<file path="src/rtl/ifu_fetch.sv">
// Instruction fetch stage: holds the PC, keeps one word fetch in flight and hands the word to decode.
// Optional IFU_MISALIGN_CHECK_EN: a misaligned PC yields a faulting nop (fetch_fault) instead of a fetch.
module ifu_fetch #(
    parameter logic [31:0] RESET_PC = 32'h8000_0000,
    parameter int          XLEN     = 32
) (
    input  logic            clk,
    input  logic            rst,
    output logic            req_valid,
    output logic [XLEN-1:0] req_addr,
    input  logic            req_ready,
    input  logic            resp_valid,
    input  logic [31:0]     resp_data,
    output logic            inst_valid,
    output logic [31:0]     inst,
    output logic [XLEN-1:0] inst_pc,
`ifdef IFU_MISALIGN_CHECK_EN
    output logic            fetch_fault,
`endif
    input  logic            inst_ready,
    input  logic            redirect_valid,
    input  logic [XLEN-1:0] redirect_pc
);

    typedef enum logic [1:0] {IDLE, REQ, WAIT, HOLD} state_t;

    localparam logic [31:0] NOP = 32'h0000_0013;
`ifdef IFU_MISALIGN_CHECK_EN
    localparam logic [XLEN-1:0] PC_INIT = RESET_PC;
`else
    localparam logic [XLEN-1:0] PC_INIT = RESET_PC & ~(XLEN'(3));
`endif

    // Without the misalignment check every PC load is forced onto a word boundary.
    function automatic logic [XLEN-1:0] load_pc(input logic [XLEN-1:0] a);
`ifdef IFU_MISALIGN_CHECK_EN
        return a;
`else
        return a & ~(XLEN'(3));
`endif
    endfunction

    state_t            state_q, state_d;
    logic [XLEN-1:0]   pc_q, pc_d;
    logic              drop_q, drop_d;
    logic [31:0]       inst_q, inst_d;
    logic [XLEN-1:0]   inst_pc_q, inst_pc_d;
`ifdef IFU_MISALIGN_CHECK_EN
    logic              fault_q, fault_d;
`endif

    always_ff @(posedge clk or posedge rst) begin
        if (rst) begin
            state_q   <= IDLE;
            pc_q      <= PC_INIT;
            drop_q    <= 1'b0;
            inst_q    <= '0;
            inst_pc_q <= PC_INIT;
`ifdef IFU_MISALIGN_CHECK_EN
            fault_q   <= 1'b0;
`endif
        end else begin
            state_q   <= state_d;
            pc_q      <= pc_d;
            drop_q    <= drop_d;
            inst_q    <= inst_d;
            inst_pc_q <= inst_pc_d;
`ifdef IFU_MISALIGN_CHECK_EN
            fault_q   <= fault_d;
`endif
        end
    end

    always_comb begin
        state_d    = state_q;
        pc_d       = pc_q;
        drop_d     = drop_q;
        inst_d     = inst_q;
        inst_pc_d  = inst_pc_q;
`ifdef IFU_MISALIGN_CHECK_EN
        fault_d    = fault_q;
`endif
        req_valid  = 1'b0;
        inst_valid = 1'b0;

        case (state_q)
            IDLE: state_d = REQ;
            REQ: begin
`ifdef IFU_MISALIGN_CHECK_EN
                if (pc_q[1:0] != 2'b00) begin
                    // A pending redirect supersedes the fault and refetches from the new PC.
                    if (!redirect_valid) begin
                        state_d   = HOLD;
                        inst_d    = NOP;
                        inst_pc_d = pc_q;
                        fault_d   = 1'b1;
                    end
                end else
`endif
                begin
                    req_valid = 1'b1;
                    if (req_ready) begin
                        state_d = WAIT;
                        drop_d  = redirect_valid;
                    end
                end
            end
            WAIT: begin
                if (resp_valid) begin
                    if (drop_q || redirect_valid) begin
                        drop_d  = 1'b0;
                        state_d = REQ;
                    end else begin
                        inst_d    = resp_data;
                        inst_pc_d = pc_q;
                        state_d   = HOLD;
                    end
                end else if (redirect_valid) begin
                    drop_d = 1'b1;
                end
            end
            HOLD: begin
                inst_valid = 1'b1;
                if (redirect_valid || inst_ready) begin
                    state_d = REQ;
`ifdef IFU_MISALIGN_CHECK_EN
                    fault_d = 1'b0;
`endif
                    if (!redirect_valid) pc_d = pc_q + XLEN'(4);
                end
            end
            default: state_d = IDLE;
        endcase

        if (redirect_valid) pc_d = load_pc(redirect_pc);
    end

    assign req_addr = pc_q;
    assign inst     = inst_q;
    assign inst_pc  = inst_pc_q;
`ifdef IFU_MISALIGN_CHECK_EN
    assign fetch_fault = fault_q;
`endif

endmodule
</file>
<file path="config.mk">
export PLATFORM = sky130hd
export DESIGN_NAME = ifu_fetch
export DESIGN_NICKNAME = d
export VERILOG_FILES = /design/src/rtl/ifu_fetch.sv
export SDC_FILE = /design/constraint.sdc
export NUM_CORES = 1
export LEC_CHECK = 0
export ABC_CLOCK_PERIOD_IN_PS = 3500
export CORE_UTILIZATION = 44
export CTS_BUF_LIST = sky130_fd_sc_hd__clkbuf_16
export DETAILED_ROUTE_END_ITERATION = 10
export HOLD_SLACK_MARGIN = 0.03
export PLACE_DENSITY_LB_ADDON = 0.12
export SLEW_MARGIN = 5
export SYNTH_ARGS = -nofsm -noshare
export SYNTH_HDL_FRONTEND = slang
export SYNTH_SLANG_ARGS = --single-unit
export TNS_END_PERCENT = 10
</file>
<file path="constraint.sdc">
create_clock -name clk -period 3.5 [get_ports clk]
set_clock_uncertainty 0.2 [all_clocks]
set_input_delay 0.525 -clock clk [delete_from_list [all_inputs] [get_ports clk]]
set_output_delay 0.525 -clock clk [all_outputs]
set_load 0.01 [all_outputs]
</file>
# Yosys cells after proc, flatten, opt, wreduce, memory -nomap -nowiden
# Index checks and enable logic that the tools add are counted.
# totals
output_inout_bits	98
ramBits	0
regBits	99
elab_cells	40
romBits	0
memories	0
latch_bits	0
# classes
n_addsub	1
shifts	0
magnitude_cmp	0
eq_ne	8
bitwise	1
reduce_logical	10
div	0
muxes	15
n_mul	0
# ops
cell	count
2-to-1 mux 32 bit	3
adder 32 x 3 -> 32 bit (second input constant)	1
2-to-1 mux 2 bit	4
one-hot mux 2 bit (4 select lines)	1
2-to-1 mux 1 bit	6
inequality test 2 bit (second input constant)	3
inequality test 3 bit (second input constant)	2
AND reduction 3 bit	2
nonzero test 2 bit	3
== test 2 bit (second input constant)	2
AND reduction 4 bit	1
== test 2 x 1 -> 1 bit (second input constant)	1
zero test 2 bit	1
logical OR 1 bit	2
one-hot mux 1 bit (2 select lines)	1
AND reduction 2 bit	1
NOT 1 bit	1

# Depth between registers and ports, before layout
# depth
depth_word	4
mapped_depth	6

# Worst setup path before layout
# No wires, ideal clock.
# synth_timing
kind	register to register
from	reg state_q[0]
to	reg pc_q[19] (netlist: req_addr[19])
t_arrival_ns	2.034
synth_period_minus_slack_ns	2.315
setup_time_ns	0.082
slack_ns	1.185
n_path_buf	1
stages_incl_launch_ff	7
required_time_ns	3.218
path_cell_list	dfrtp_1 -> ha_1 -> nand4_2 -> or3_4 -> buf_6 -> or4_1 -> a31oi_1
# synth_via
elab_chain_cells	3
# synth_rtl
element	line	source
start: declaration	43	state_t state_q, state_d;
start signal: assignment	63	state_q <= state_d;
== test 2 bit	86	case (state_q)
nonzero test 2 bit (no line)	n/a	
AND reduction 2 bit (no line)	n/a	
end signal: assignment	64	pc_q <= pc_d;
end: declaration	44	logic [XLEN-1:0] pc_q, pc_d;
# No other way between the ends.
# A chain may end at the register's enable or synchronous reset.

# Worst setup path in the final report
# layout_timing
from	in inst_ready
to	reg pc_q[29] (netlist: req_addr[29])
# layout_via
elab_chain_cells	3
# layout_rtl
element	line	source
start: declaration	20	input logic inst_ready,
logical OR 1 bit	124	if (redirect_valid || inst_ready) begin
nonzero test 2 bit (no line)	n/a	
AND reduction 2 bit (no line)	n/a	
# No other way between the ends.

==> results.md <==
- Vias in the first global route: 3297
- Critical Path Max Stage Delay: 590 ps
- Fin crit share: 72.2%
- Post-cts gate resize count: 0
- Worst-margin pin slew: 588 ps
- Synth-to-Final Area Change: 45.5%
- Crit Path Max Fanout: 14
- Number of synthesized flops with an enable pin: 0
- Core Area: 9680 sq um
- Hold Crit Class: reg2reg
- Die area: 10300 sq um
- DP HPWL: 7280 microns
- Largest net degree at the start of global routing: 51
- CP endpoint kind: flip-flop
- GRT Total Usage: 20.4%
- Status: finished, final reports clean
- Initial antenna violation count: 0
- Total Power: 4.27 mW
- Rows: 36
- GR Util met3: 5.24%
- Sequential element share of the synthesized area: 54.4%
- Worst path cell trace: clkdlybuf4s50_1 -> nand4_2 -> or3_4 -> or4_1 -> a31oi_1
- Final Setup Violations: 0
- Final Non-Filler Cells: 666
- Finished Cell Area: 6370 sq um
- Routed len/inst: 15.2 microns
- Post-CTS Setup Bufs: 0
- Clock tree root buffer cell: clkbuf_16
- Worst path arrival time: 2570 ps
- Core Util, Final: 65.7%
- Vias per cell: 5.23
- WP data required: 3550 ps
- Inst Count DP: 650
- Worst ir drop on vdd: 0.308 mV
- Area after DPL: 6090 sq um
- Drt drc: 0
- Hold Fails Final Rpt: 0
- H-Tree Depth: 3
- Met1 Use GR: 27.8%
- Crit start category: input port
- Starting Density: 45.2%
- WP buf/inv: 1
- Post-synth top flop: dfrtp_1
- Die X: 102 microns
- Peak Freq: 396 MHz
- Max cap viols: 0
- Avg Synthesized Cell Area: 11.8 sq um
- Cell variety after synth: 46
- I/O Pins: 168
- CP Class: in2reg
- Final setup TNS: 0 ps
- Post-synthesis cell count: 372
- Drt total wl: 10100 microns
- CP max-delay cell: clkdlybuf4s50_1
- Antenna cells: 0
- Slew Limit Fails: 0
- First-pass GRT wire length: 16300 microns
- Leakage: 2.62 nW
- Yosys warning count: 0
- Hold-fix buffers, CTS: 0
- Worst slew margin: 60.8%
- Async SR Flop Fraction: 100%
- Reg2reg setup slack: 1030 ps
- Clk_lat worst skew: 330 ps
- DR vias: 3483
- Layout cells sized above 1: 16.5%
- CTS Sinks: 95
- Gpl congestion: 0.780
- Longest Clk Path Bufs: 2
- Pwr/cell area: 671 nW/um^2
- GR Overflow Total: 0
- Yosys reg bits: 95
- Post-Syn Area: 4380 sq um
- DR iter-0 viols: 97
- GR peak layer: met2
- CP top delay family: simple AND/OR/NAND/NOR gates
- RSZ-0062 raised after global routing: no
- Final nets: 603
- IO Port Bufs: 161
- Min Tclk post-route: 2530 ps
- Filler cell count: 789
- Drt pass-1 iters: 5
- ANT nets after route: 0
- Worst-path clk slew: 60 ps
- Cts bufs inserted: 9
- Die H: 102 microns
- Grt met2 use: 31.1%
- TritonCTS clock tree: yes
[sequential cells by signal (all words and copies together), names as in the netlist]
register / cells
req_addr: 30
state_q: 2
inst: 32
inst_pc: 30
drop_q: 1
[Yosys cell counts (all sizes together), types with 3 or more instances]
cell	count	area share (%)
o31ai	10	1.7
and3	7	1.0
dfrtp	93	53
nand2	26	2.2
xor2	3	0.60
clkbuf	13	1.1
inv	8	0.69
ha	5	1.4
and4	6	1.2
nor2	18	1.5
xnor2	10	2.0
nor3	5	0.57
a31oi	14	2.0
or4	10	1.7
o21ai	19	2.2
a21oi	3	0.34
buf	8	1.2
nand3	15	2.0
mux2	63	16
nand4	11	1.7
or3	4	0.71
[final timing paths]
kind,from,end,depth (start not counted)
setup / recovery,inst_ready,req_addr[29]$_DFFE_PP0P_,5
hold / removal,inst[0]$_DFFE_PP0P_,inst[0]$_DFFE_PP0P_,1
setup reg to reg,state_q[0]$_DFFE_PP0P_,req_addr[29]$_DFFE_PP0P_,5
hold reg to reg,inst[0]$_DFFE_PP0P_,inst[0]$_DFFE_PP0P_,1
max in group asynchronous,rst,inst_pc[31]$_DFFE_PP1P_,3
min in group asynchronous,rst,inst[13]$_DFFE_PP0P_,2
[cells in the final DEF (no fill, tap or decap), types with 3 or more instances in the layout]
cell type / n
a21oi_1: 3
a31oi_1: 14
and3_1: 6
and4_1: 5
buf_4: 3
clkbuf_16: 9
clkdlybuf4s50_1: 161
conb_1: 4
dfrtp_1: 93
ha_1: 5
inv_1: 11
mux2_2: 63
nand2_1: 26
nand3_1: 14
nand4_1: 10
nor2_1: 18
nor3_1: 5
o21ai_0: 19
o31ai_1: 10
or4_1: 9
xnor2_1: 10
xor2_1: 3
[stage by stage]
step	hold slack, ps	setup slack (ps)
3_5_place_dp	295	634
4_1_cts	308	980
5_1_grt	313	827
6_report	303	973
3_3_place_gp	288	667
2_1_floorplan	334	301
[routing by layer]
| metal | up-vias | wire length (microns) | part of all wire, % |
|---|---|---|---|
| met5 | - | 0 | 0 |
| met3 | 9 | 622 | 6.2 |
| li1 | 1667 | - | - |
| met2 | 105 | 4750 | 47 |
| met4 | 0 | 129 | 1.3 |
| met1 | 1702 | 4610 | 46 |
[worst register-to-register path, stage by stage, from the launching register on]
cell and delay (ps):
dfrtp_1 400, ha_1 320, nand4_2 250, or3_4 520
or4_1 520, a31oi_1 180
[cell families after synthesis]
logic type / count (synthesis) / synth area share, %
other cells: 1 / 0.0857
buf+inv: 31 / 3.49
flops: 95 / 54.4
compound gates: 52 / 7.32
simple gates: 110 / 14.0
xor+xnor: 13 / 2.60
mux: 65 / 16.7
fa+ha+maj: 5 / 1.43
[power breakdown]
part	switching (mW)	leakage, nW	internal [mW]	total (mW)
Combinational	0.589	1.29	1.04	1.63
Sequential	0.236	1.17	1.49	1.72
Clock	0.379	0.153	0.538	0.917
[layout make-up]
class	count	area (sq um)	area share [%]
tap	133	166	2.61
multi-input combinational	249	1860	29.1
sequential	95	2380	37.4
clock inverter	7	52.6	0.825
inverter	8	32.5	0.511
timing repair buffer	165	1650	26.0
clock buffer	9	225	3.54
Power figures use the tool's default switching activity.
